File: config.mk
export PLATFORM = sky130hd
export DESIGN_NAME = bsg_cache_prefetch_sched
export DESIGN_NICKNAME = d
export VERILOG_FILES = /design/src/rtl/bsg_cache_prefetch_pkg.sv /design/src/rtl/bsg_cache_prefetch_fifo.sv /design/src/rtl/bsg_cache_prefetch_sched.sv
export SDC_FILE = /design/constraint.sdc
export NUM_CORES = 1
export LEC_CHECK = 0
export BUFFER_PORTS_ARGS = -buffer_cell sky130_fd_sc_hd__buf_2
export CAP_MARGIN = 10
export CORE_AREA = 2 2 163 165
export CTS_CLUSTER_DIAMETER = 30
export DETAILED_ROUTE_END_ITERATION = 6
export DIE_AREA = 0 0 165 167
export MAX_ROUTING_LAYER = met4
export PLACE_DENSITY = 0.53
export SETUP_SLACK_MARGIN = 0.4
export SLEW_MARGIN = 20
export SYNTH_ARGS = -nofsm -noshare
export SYNTH_HDL_FRONTEND = slang
export SYNTH_HIERARCHICAL = 1
export SYNTH_SLANG_ARGS = --single-unit
File: constraint.sdc
create_clock -name clk_i -period 5.9 [get_ports clk_i]
set_input_delay 0.59 -clock clk_i [delete_from_list [all_inputs] [get_ports clk_i]]
set_output_delay 0.59 -clock clk_i [all_outputs]
set_load 0.005 [all_outputs]
File: src/rtl/bsg_cache_prefetch_pkg.sv
// Shared prefetch definitions: scheduler state encoding and block alignment helper.
// Latency: n/a (types and pure functions only).
// Backpressure: n/a. The stream prefetcher also imports this package.
package bsg_cache_prefetch_pkg;

  typedef enum logic [1:0] {
    IDLE  = 2'd0,
    ISSUE = 2'd1,
    GAP   = 2'd2
  } pf_state_e;

  // Works on a 64-bit container so callers of any address width up to 64 can share it.
  function automatic logic [63:0] block_align(input logic [63:0] addr,
                                              input int unsigned offset_width);
    return addr & ~((64'd1 << offset_width) - 64'd1);
  endfunction

endpackage

File: src/rtl/bsg_cache_prefetch_fifo.sv
// Circular candidate FIFO with a parallel match over its valid entries.
// Latency: push visible at head one cycle later; match_o is combinational on stored state.
// Backpressure: none; caller must only push when not full or when popping in the same cycle.
// Ports: push_i/data_i write, pop_i advances head (data_o), clear_i empties at the next edge,
//        match_data_i/match_o compare against every valid entry, full_o/empty_o status.
module bsg_cache_prefetch_fifo
  import bsg_cache_prefetch_pkg::*;
#(
  parameter int width_p = 32,
  parameter int els_p   = 4
) (
  input  logic               clk_i,
  input  logic               reset_i,
  input  logic               push_i,
  input  logic [width_p-1:0] data_i,
  input  logic               pop_i,
  input  logic               clear_i,
  input  logic [width_p-1:0] match_data_i,
  output logic [width_p-1:0] data_o,
  output logic               full_o,
  output logic               empty_o,
  output logic               match_o
);

  localparam int ptr_w = $clog2(els_p);

  logic [width_p-1:0] mem [els_p];
  logic [ptr_w-1:0]   rptr;
  logic [ptr_w-1:0]   wptr;
  logic [ptr_w:0]     count;

  always_ff @(posedge clk_i or posedge reset_i) begin
    if (reset_i) begin
      rptr  <= '0;
      wptr  <= '0;
      count <= '0;
    end else if (clear_i) begin
      // A push landing with a clear is discarded.
      rptr  <= '0;
      wptr  <= '0;
      count <= '0;
    end else begin
      if (push_i) wptr <= wptr + 1'b1;
      if (pop_i)  rptr <= rptr + 1'b1;
      case ({push_i, pop_i})
        2'b10:   count <= count + 1'b1;
        2'b01:   count <= count - 1'b1;
        default: count <= count;
      endcase
    end
  end

  // Storage needs no reset: entries are qualified by count everywhere they are read.
  always_ff @(posedge clk_i) begin
    if (push_i && !clear_i) mem[wptr] <= data_i;
  end

  // Entry i is valid when its distance from the head is below the occupancy.
  // Pointers wrap naturally because the depth is a power of two.
  always_comb begin
    match_o = 1'b0;
    for (int i = 0; i < els_p; i++) begin
      if (({1'b0, ptr_w'(i) - rptr} < count) && (mem[i] == match_data_i)) match_o = 1'b1;
    end
  end

  assign data_o  = mem[rptr];
  assign empty_o = (count == '0);
  assign full_o  = (count == (ptr_w + 1)'(els_p));

endmodule

File: src/rtl/bsg_cache_prefetch_sched.sv
// Prefetch issue scheduler: dedups/queues candidates and issues them to DMA one at a time.
// Latency: candidate sampled at edge N is presented on dma_pf_v_o after edge N+1.
// Backpressure: none toward the prefetcher (overflow is dropped and counted); valid/yumi to DMA.
// Ports: pf_addr_i/pf_v_i candidates, demand_v_i blocks new issue, flush_i empties the queue,
//        gap_i cool-down after each issue, dma_pf_* request handshake, drop_count_o, busy_o.
module bsg_cache_prefetch_sched
  import bsg_cache_prefetch_pkg::*;
#(
  parameter int addr_width_p         = 32,
  parameter int queue_els_p          = 4,
  parameter int block_offset_width_p = 6,
  parameter int gap_width_p          = 4
) (
  input  logic                    clk_i,
  input  logic                    reset_i,
  input  logic [addr_width_p-1:0] pf_addr_i,
  input  logic                    pf_v_i,
  input  logic                    demand_v_i,
  input  logic                    flush_i,
  input  logic [gap_width_p-1:0]  gap_i,
  output logic [addr_width_p-1:0] dma_pf_addr_o,
  output logic                    dma_pf_v_o,
  input  logic                    dma_pf_yumi_i,
  output logic [7:0]              drop_count_o,
  output logic                    busy_o
);

  pf_state_e               state;
  logic [gap_width_p-1:0]  gap_cnt;
  logic [addr_width_p-1:0] pf_addr_aligned;
  logic [addr_width_p-1:0] fifo_head;
  logic                    fifo_full;
  logic                    fifo_empty;
  logic                    fifo_match;
  logic                    dup;
  logic                    pop;
  logic                    push;
  logic                    overflow;

  assign pf_addr_aligned = addr_width_p'(block_align(64'(pf_addr_i), block_offset_width_p));

  // The match sees the queue before this cycle's pop; the popped entry moves into the
  // issue register, which is checked separately while the request is live.
  assign dup      = fifo_match || (dma_pf_v_o && (pf_addr_aligned == dma_pf_addr_o));
  assign pop      = (state == IDLE) && !fifo_empty && !demand_v_i && !flush_i;
  assign push     = pf_v_i && !flush_i && !dup && (!fifo_full || pop);
  assign overflow = pf_v_i && !flush_i && !dup && fifo_full && !pop;

  bsg_cache_prefetch_fifo #(
    .width_p (addr_width_p),
    .els_p   (queue_els_p)
  ) fifo (
    .clk_i        (clk_i),
    .reset_i      (reset_i),
    .push_i       (push),
    .data_i       (pf_addr_aligned),
    .pop_i        (pop),
    .clear_i      (flush_i),
    .match_data_i (pf_addr_aligned),
    .data_o       (fifo_head),
    .full_o       (fifo_full),
    .empty_o      (fifo_empty),
    .match_o      (fifo_match)
  );

  always_ff @(posedge clk_i or posedge reset_i) begin
    if (reset_i) begin
      state         <= IDLE;
      dma_pf_v_o    <= 1'b0;
      dma_pf_addr_o <= '0;
      gap_cnt       <= '0;
    end else begin
      unique case (state)
        IDLE: begin
          if (pop) begin
            dma_pf_addr_o <= fifo_head;
            dma_pf_v_o    <= 1'b1;
            state         <= ISSUE;
          end
        end
        // Once raised, the request is held regardless of demand or flush.
        ISSUE: begin
          if (dma_pf_yumi_i) begin
            dma_pf_v_o <= 1'b0;
            if (gap_i == '0) begin
              state <= IDLE;
            end else begin
              gap_cnt <= gap_i;
              state   <= GAP;
            end
          end
        end
        GAP: begin
          if (gap_cnt == gap_width_p'(1)) state <= IDLE;
          else                            gap_cnt <= gap_cnt - 1'b1;
        end
        default: state <= IDLE;
      endcase
    end
  end

  always_ff @(posedge clk_i or posedge reset_i) begin
    if (reset_i)                               drop_count_o <= '0;
    else if (overflow && drop_count_o != 8'hff) drop_count_o <= drop_count_o + 1'b1;
  end

  assign busy_o = !fifo_empty || (state != IDLE);

endmodule

==> results.md, run 1 <==
### Synthesis
• **number of synthesis warnings** 6
• **count of distinct cell types in the synthesized netlist** 44
• **Synth Cell Area** 0.00886 sq mm
• **combinational family with the most area after synthesis** XOR/XNOR gates
• **Synth Area in Compound Gates** 1.75%
• **flip-flop and latch count after synthesis** 182
• **Adder-Cell Fraction of Synth Area** 1.78%
• **mux cell area share after synthesis** 12.6%
• **sequential area share after synthesis** 58.6%
• **number of instances in the synthesized netlist** 586
• **post-synthesis share of cell area spent on and, or, nand and nor gates** 7.17%
• **Post-Syn Area per Cell** 15.1 sq um
• **XOR/XNOR share of the synthesized area** 16.5%

### Detailed routing
• **mean routed wirelength per cell** 21.7 um
• **wirelength, routed** 23.2 mm
• **First DRT Iteration DRCs** 496
• **DRC violations left** 0
• **vias after detailed routing** 5256
• **DR vias/cell** 4.92
• **First-pass DRT Iterations** 5
• **residual antenna-violating net count after detailed routing** 0

### Finish
• **total area of multi-input combinational cells** 0.00371 sq mm
• **Final nets** 773
• **share of final-layout standard cells stronger than drive strength 1** 25.8%
• **signed area change from the synthesized netlist to the final layout** 17.2%
• **number of filler cells placed in the layout** 2390
• **combined flip-flop and latch cell area** 0.00520 sq mm

### Power
• **IR Drop Worst-Case VDD** 0.000147 V
• **leakage power of the design** 0.00384 uW
• **power per standard cell area** 339 mW/mm^2
• **Tot Pwr** 3520 uW

### GRT
• **residual overflow from global routing** 0
• **pin count of the biggest net entering global routing** 43
• **global-route wire length before repair** 34.1 mm
• **Tot GR Track Use** 17.8%
• **initial antenna violation count** 2
• **vias in the first global route** 5341

### Place
• **Final Wtd Congestion** 0.893
• **number of input and output port buffers inserted** 77
• **Detailed Place HPWL** 16.3 mm
• **pre-CTS setup slack** 1360 ps

### STA
• **Max Clock Freq** 220 MHz
• **setup-violating endpoint count in the final report** 0
• **transition time at the pin with the least slew margin** 818 ps
• **RSZ-0062 raised after global routing** false
• **Hold Vio Cnt, Final** 0
• **Final min period** 4560 ps
• **count of pins over their slew limit** 0
• **final worst path period share** 77.2%
• **Final Worst Setup Slack** 1340 ps
• **setup skew after layout** 10.6 ps
• **Max-Slew Margin vs Limit** 45.5%
• **setup TNS** 0 ps

### Floorplan
• **Starting Density** 34.4%
• **Die H** 167 um
• **floorplan die area** 0.0276 sq mm
• **die outline width** 165 um
• **placement row count** 59
• **floorplan core area** 0.0258 sq mm
• **number of ports placed on the die boundary** 84

### CTS
• **number of buffers added to fix hold violations after cts** 0
• **clk slew on worst S/H paths** 70 ps
• **number of setup buffers added after CTS** 0
• **CTS buffer count** 17
• **TritonCTS Sinks** 182
• **CTS max path bufs** 2
• **cts repair resizes** 0
• **clock insertion delay at the later pin of the skew report** 430 ps
• **clock tree from TritonCTS** done
• **CTS Root Cell** clkbuf_16
• **H-Tree Depth** 4

### Worst setup path
• **type of the worst setup path** reg -> reg
• **required arrival time at the worst endpoint** 5960 ps
• **Worst Setup Start Kind** flop
• **CP top delay family** simple AND/OR/NAND/NOR gates
• **Crit-path slowest cell** dfrtp_1
• **delay contributed by the slowest stage of the critical path** 870 ps
• **crit-path max FO** 32
• **endpoint type of the worst setup path** flop
• **total buffers and inverters traversed by the critical path** 2
• **list of cells traversed by the critical path** buf_4, ha_1, nor2_1, o211ai_1, nor4_1, or4_1, nor3b_1, o211a_1, nor2b_1, and2_1, buf_4
• **arrival time of the worst setup path** 4620 ps
• **cell with the most instances on the worst path** buf_4

### Flow run
• **count of max-cap constraint violations** 0

### Hold path
• **worst min path class** in -> async

### Run status
• **result of the run** finished, final reports clean

-- metrics by stage --
stage	instance area (sq um)	hold WS, ps	utilization (%)	std cells
6_report	10400	48.4	40.3	1069
5_1_grt	10400	40.0	40.3	1069
4_1_cts	10400	43.2	40.3	1067
3_5_place_dp	9810	494	38.1	1035
3_3_place_gp	9810	478	38.1	1035
2_1_floorplan	9040	393	-	633
-- power by group --
part	internal, uW	switching [uW]	total (uW)
Sequential	1530	167	1690
Clock	600	511	1110
Combinational	361	352	714
-- Yosys cell counts (all sizes together) --
master    n  area share, %
nand2b    2           0.14
or2b      1          0.085
mux4     32            8.1
o22ai     1          0.071
conb      1          0.042
a311o     1           0.11
a21o      1          0.085
clkbuf    5           0.23
nor4b     3           0.47
xor2    108             11
a22o      3           0.30
or4       1          0.085
or2       2           0.14
buf      13           0.86
nand4    20            1.4
dfrtp    54             15
nor4     33            2.3
o21ai     5           0.28
nor2     14           0.59
nor2b     3           0.21
ha       11            1.6
mux2i     1           0.11
nand3     4           0.23
xnor2    59            5.8
and2      6           0.42
and3      2           0.14
nor3b     4           0.34
inv      10           0.42
o211ai    4           0.40
edfxtp  128             43
nand3b    1          0.085
nand2     7           0.32
fa        1           0.23
nor3      3           0.17
mux2     34            4.4
o211a     1           0.11
a21oi     7           0.40
-- per-layer routing --
metal  vias to the layer above  GRT usage, %  routed length (um)
met5                         -             -                   0
met4                         0          3.93                 324
met3                        20          4.28                1330
met2                       147          26.8               10800
met1                      2671          24.4               10800
li1                       2418             -                   -
-- cells in the final DEF, fill, tap and decap left out, types with 2 or more instances in the layout --
cell type,netlist,layout
inv_6,0,4
nor4_1,33,33
xnor2_1,59,59
diode_2,0,2
dfrtp_1,54,53
o21ai_0,5,5
nand2b_1,2,2
o211ai_1,3,3
nand2_1,6,6
buf_2,10,77
nor3b_1,4,4
nor2_1,14,14
clkinv_4,0,3
buf_4,0,8
or2_2,2,2
mux4_2,32,32
a21oi_1,7,7
conb_1,1,48
ha_1,11,11
clkbuf_1,4,2
mux2_2,33,33
and3_1,2,2
nor2b_1,3,3
nand3_1,4,4
xor2_1,108,108
clkbuf_16,0,17
clkinvlp_4,0,3
inv_1,10,9
nor3_1,3,3
edfxtp_1,128,128
and2_1,6,6
a22o_1,3,3
nand4_1,20,20
-- logic make-up (layout without fill, tap and decap cells) --
logic type / after synthesis / in the layout
mux: 67 / 67
buf+inv: 28 / 127
simple gates: 106 / 106
flops: 182 / 182
other cells: 1 / 50
compound gates: 23 / 23
xor+xnor: 167 / 167
fa+ha+maj: 12 / 12
-- area by class of cell --
cell class,count,share of cell area [%]
multi-input combinational,423,35.8
antenna,2,0.0482
clock inverter,12,1.14
timing repair buffer,85,4.29
sequential,182,50.0
tap,335,4.04
clock buffer,20,4.30
inverter,10,0.361
-- final timing paths --
check                                       startpoint                             to  slack (ps)  cells past startpoint
max                           fifo/rptr[1]$_DFFE_PP0P_      fifo/mem[1][24]$_DFFE_PP_        1340                     11
min                                            reset_i  dma_pf_addr_o[12]$_DFFE_PP0P_          50                      2
max reg2reg                   fifo/rptr[1]$_DFFE_PP0P_      fifo/mem[1][24]$_DFFE_PP_        1340                     11
min reg2reg                drop_count_o[6]$_DFFE_PP0P_    drop_count_o[6]$_DFFE_PP0P_         500                      1
max in group asynchronous                      reset_i  dma_pf_addr_o[14]$_DFFE_PP0P_        5010                      3
min in group clk_i         drop_count_o[6]$_DFFE_PP0P_    drop_count_o[6]$_DFFE_PP0P_         500                      1
-- sequential cells by signal, summed over array words and instances (netlist names) --
| signal | count |
|---|---|
| fifo/count | 3 |
| dma_pf_v_o | 1 |
| fifo/wptr | 2 |
| gap_cnt | 4 |
| dma_pf_addr_o | 32 |
| fifo/rptr | 2 |
| fifo/mem | 128 |
| drop_count_o | 8 |
| state | 2 |
-- worst register-to-register path, cell delays in order, from the launching register on --
cell and delay, ps:
dfrtp_1 870, buf_4 490, ha_1 210, nor2_1 50
o211ai_1 180, nor4_1 60, or4_1 640, nor3b_1 420
o211a_1 320, nor2b_1 260, and2_1 160, buf_4 490
Power figures use the tool's default switching activity.
==> run 2, diff against run 1 <==
clock period = 4.7 ns   (was 5.9 ns; I/O delays follow)
==> run 2 against run 1 <==
  * Global-route usage up 0.19 points
  * Flip-flop and latch count unchanged
  * Cell area up 1.3%
  * Utilization up 0.52 points
  * Critical path type unchanged
  * Critical endpoint is now fifo/mem[1][15]$_DFFE_PP_
  * Final cell count up 0.19%
  * Largest power group unchanged
  * Combinational power up 27%
==> results.md, run 2 (synthesis gave the netlist of run 1 again) <==
### Floorplan
• **die outline width** 165 um, unchanged
• **floorplan die area** 0.0276 sq mm, unchanged
• **floorplan core area** 0.0258 sq mm, unchanged
• **Die H** 167 um, unchanged
• **placement row count** 59, unchanged
• **number of ports placed on the die boundary** 84, unchanged
• **Starting Density** 34.4%, unchanged

### Detailed routing
• **wirelength, routed** 22.9 mm, -1.1%
• **DR vias/cell** 4.87, -1.0%
• **First DRT Iteration DRCs** 405, -18%
• **DRC violations left** 0, unchanged
• **First-pass DRT Iterations** 5, unchanged
• **mean routed wirelength per cell** 21.4 um, -1.3%
• **vias after detailed routing** 5211, -0.86%
• **residual antenna-violating net count after detailed routing** 0, unchanged

### CTS
• **clk slew on worst S/H paths** 70 ps, about the same
• **TritonCTS Sinks** 182, unchanged
• **CTS max path bufs** 2, unchanged
• **H-Tree Depth** 4, unchanged
• **CTS Root Cell** clkbuf_16
• **clock tree from TritonCTS** done
• **CTS buffer count** 17, unchanged
• **clock insertion delay at the later pin of the skew report** 430 ps, about the same

### STA
• **transition time at the pin with the least slew margin** 785 ps, -32.9 ps
• **Final min period** 3960 ps, -597 ps
• **Hold Vio Cnt, Final** 0, unchanged
• **Max Clock Freq** 253 MHz, +15%
• **final worst path period share** 84.2%, +7.0 points
• **RSZ-0062 raised after global routing** false
• **setup-violating endpoint count in the final report** 0, unchanged
• **setup skew after layout** 17.9 ps, +7.34 ps
• **count of pins over their slew limit** 0, unchanged
• **setup TNS** 0 ps, unchanged
• **Max-Slew Margin vs Limit** 47.2%, +1.7 points

### Finish
• **number of non-filler instances in the completed layout** 1071, +0.19%
• **most frequent standard cell in the layout excluding fill and tap cells** edfxtp_1
• **combined flip-flop and latch cell area** 0.00520 sq mm, unchanged
• **fin util** 40.8%, +0.52 points
• **final std cell area, no fill** 0.0105 sq mm, +1.3%
• **number of filler cells placed in the layout** 2367, -0.96%
• **registers with the most flip-flops** fifo/mem: 128 flops, dma_pf_addr_o: 32 flops, drop_count_o: 8 flops
• **Most flops, register** fifo/mem
• **number of flip-flops in the largest register** 128, unchanged
• **total area of multi-input combinational cells** 0.00371 sq mm, unchanged
• **most frequent cells in the layout** edfxtp_1, xor2_1, buf_2
• **Final nets** 776, +0.39%
• **signed area change from the synthesized netlist to the final layout** 18.7%
• **share of final-layout standard cells stronger than drive strength 1** 25.9%, +0.031 points

### Power
• **Switching Fraction** 28.3%, -0.99 points
• **power per standard cell area** 434 mW/mm^2, +28%
• **Tot Pwr** 4570 uW, +30%
• **cell-internal power** 3270 uW, +32%
• **clock share of power** 33.6%, +2.0 points
• **P_sw** 1290 uW, +25%
• **combinational share of power** 19.9%, -0.4 points
• **IR Drop Worst-Case VDD** 0.000232 V, +57%
• **leakage power of the design** 0.00390 uW, +1.6%
• **Seq pwr share** 46.5%, -1.6 points

### Worst setup path
• **delay contributed by the slowest stage of the critical path** 600 ps, -270 ps
• **endpoint type of the worst setup path** flop
• **Crit-path slowest cell** or4_1
• **list of cells traversed by the critical path** buf_4, nand2b_1, a21oi_1, o211ai_1, nor4_1, or4_1, nor3b_1, o211a_1, nor2b_1, and2_1, buf_12
• **arrival time of the worst setup path** 4060 ps, -560 ps
• **type of the worst setup path** reg -> reg
• **required arrival time at the worst endpoint** 4810 ps, -1150 ps
• **Worst Setup Start Kind** flop
• **crit-path max FO** 32, unchanged

### Place
• **number of cells in the design after placement** 1037, +0.19%
• **Detailed Place HPWL** 16.6 mm, +1.5%
• **Final Wtd Congestion** 0.880, -1.5%
• **number of input and output port buffers inserted** 77, unchanged
• **placed cell areas** 0.00988 sq mm, +0.66%

### GRT
• **global-route wire length before repair** 34.7 mm, +1.6%
• **vias in the first global route** 5393, +0.97%
• **residual overflow from global routing** 0, unchanged
• **Tot GR Track Use** 18.0%, +0.19 points
• **pin count of the biggest net entering global routing** 43, unchanged
• **initial antenna violation count** 1, -1

### Run status
• **result of the run** finished, final reports clean

### Flow run
• **count of max-cap constraint violations** 0, unchanged

### Hold path
• **worst min path class** in -> reg

==> run 2: cell types whose count changed in the layout (fill, tap and decap cells not counted), sizes merged <==
| cell | previous run | this run |
|---|---|---|
| bufinv | 1 | 4 |
| buf | 85 | 87 |
| clkbuf | 20 | 18 |
| clkinvlp | 3 | 1 |
| clkinv | 4 | 5 |
| diode | 2 | 1 |
| dlygate4sd3 | 0 | 1 |
==> run 2: worst max-delay path: cells and delay by family, from the launching register on <==
kind | cells | cell delay [ps]
AND/OR/NAND/NOR | 6 | 1770
buffers and inverters | 2 | 630
AO/OA/AOI/OAI | 3 | 600
flip-flops | 1 | 580
==> run 2: per-stage QoR <==
step           setup WS (ps)  hold WS [ps]
6_report                 742           385
5_1_grt                  443           377
4_1_cts                  699           361
3_5_place_dp             717           389
3_3_place_gp             795           391
2_1_floorplan            486           273
==> run 2: power by group through the flow <==
stage,registers (uW),logic (uW),clock network (uW)
after floorplan,2110,517,0
after global routing,2160,1000,1640
final,2120,909,1530
after global placement,2140,913,0
after CTS,2120,928,1570
after detailed placement,2160,920,0
==> run 2: layout make-up <==
cell class | count | area share (%)
Antenna cell | 1 | 0.0238
Inverter | 10 | 0.357
Sequential cell | 182 | 49.4
Timing Repair Buffer | 88 | 4.95
Clock inverter | 14 | 1.89
Tap cell | 335 | 3.98
Clock buffer | 18 | 4.08
Multi-Input combinational cell | 423 | 35.3
==> run 2: path summary, 6_finish.rpt <==
| kind | depth (start not counted) | endpoint | slack [ps] | startpoint |
|---|---|---|---|---|
| worst min-delay path | 3 | gap_cnt[0]$_DFFE_PP0P_ | 380 | gap_i[0] |
| worst min register to register | 1 | drop_count_o[6]$_DFFE_PP0P_ | 490 | drop_count_o[6]$_DFFE_PP0P_ |
| max in group asynchronous | 4 | dma_pf_addr_o[1]$_DFFE_PP0P_ | 3340 | reset_i |
| worst max-delay path | 11 | fifo/mem[1][15]$_DFFE_PP_ | 740 | fifo/rptr[0]$_DFFE_PP0P_ |
| min in group asynchronous | 3 | dma_pf_addr_o[12]$_DFFE_PP0P_ | 490 | reset_i |
| worst max register to register | 11 | fifo/mem[1][15]$_DFFE_PP_ | 740 | fifo/rptr[0]$_DFFE_PP0P_ |
==> run 2: routing by layer <==
| layer | vias to the layer above | global-route usage (%) | share of wire (%) |
|---|---|---|---|
| li1 | 2413 | - | - |
| met2 | 131 | 26.4 | 47 |
| met5 | - | - | 0 |
| met3 | 8 | 4.48 | 5.7 |
| met4 | 0 | 4.50 | 0.96 |
| met1 | 2659 | 24.9 | 46 |
==> run 2: timing repair <==
action / CTS / global route
endpoints found under the setup margin: 0 / 0
hold endpoints to repair: 5 / 0
buffers inserted: 0 / 0
hold buffers: 1 / 0
resized for setup: 0 / 0
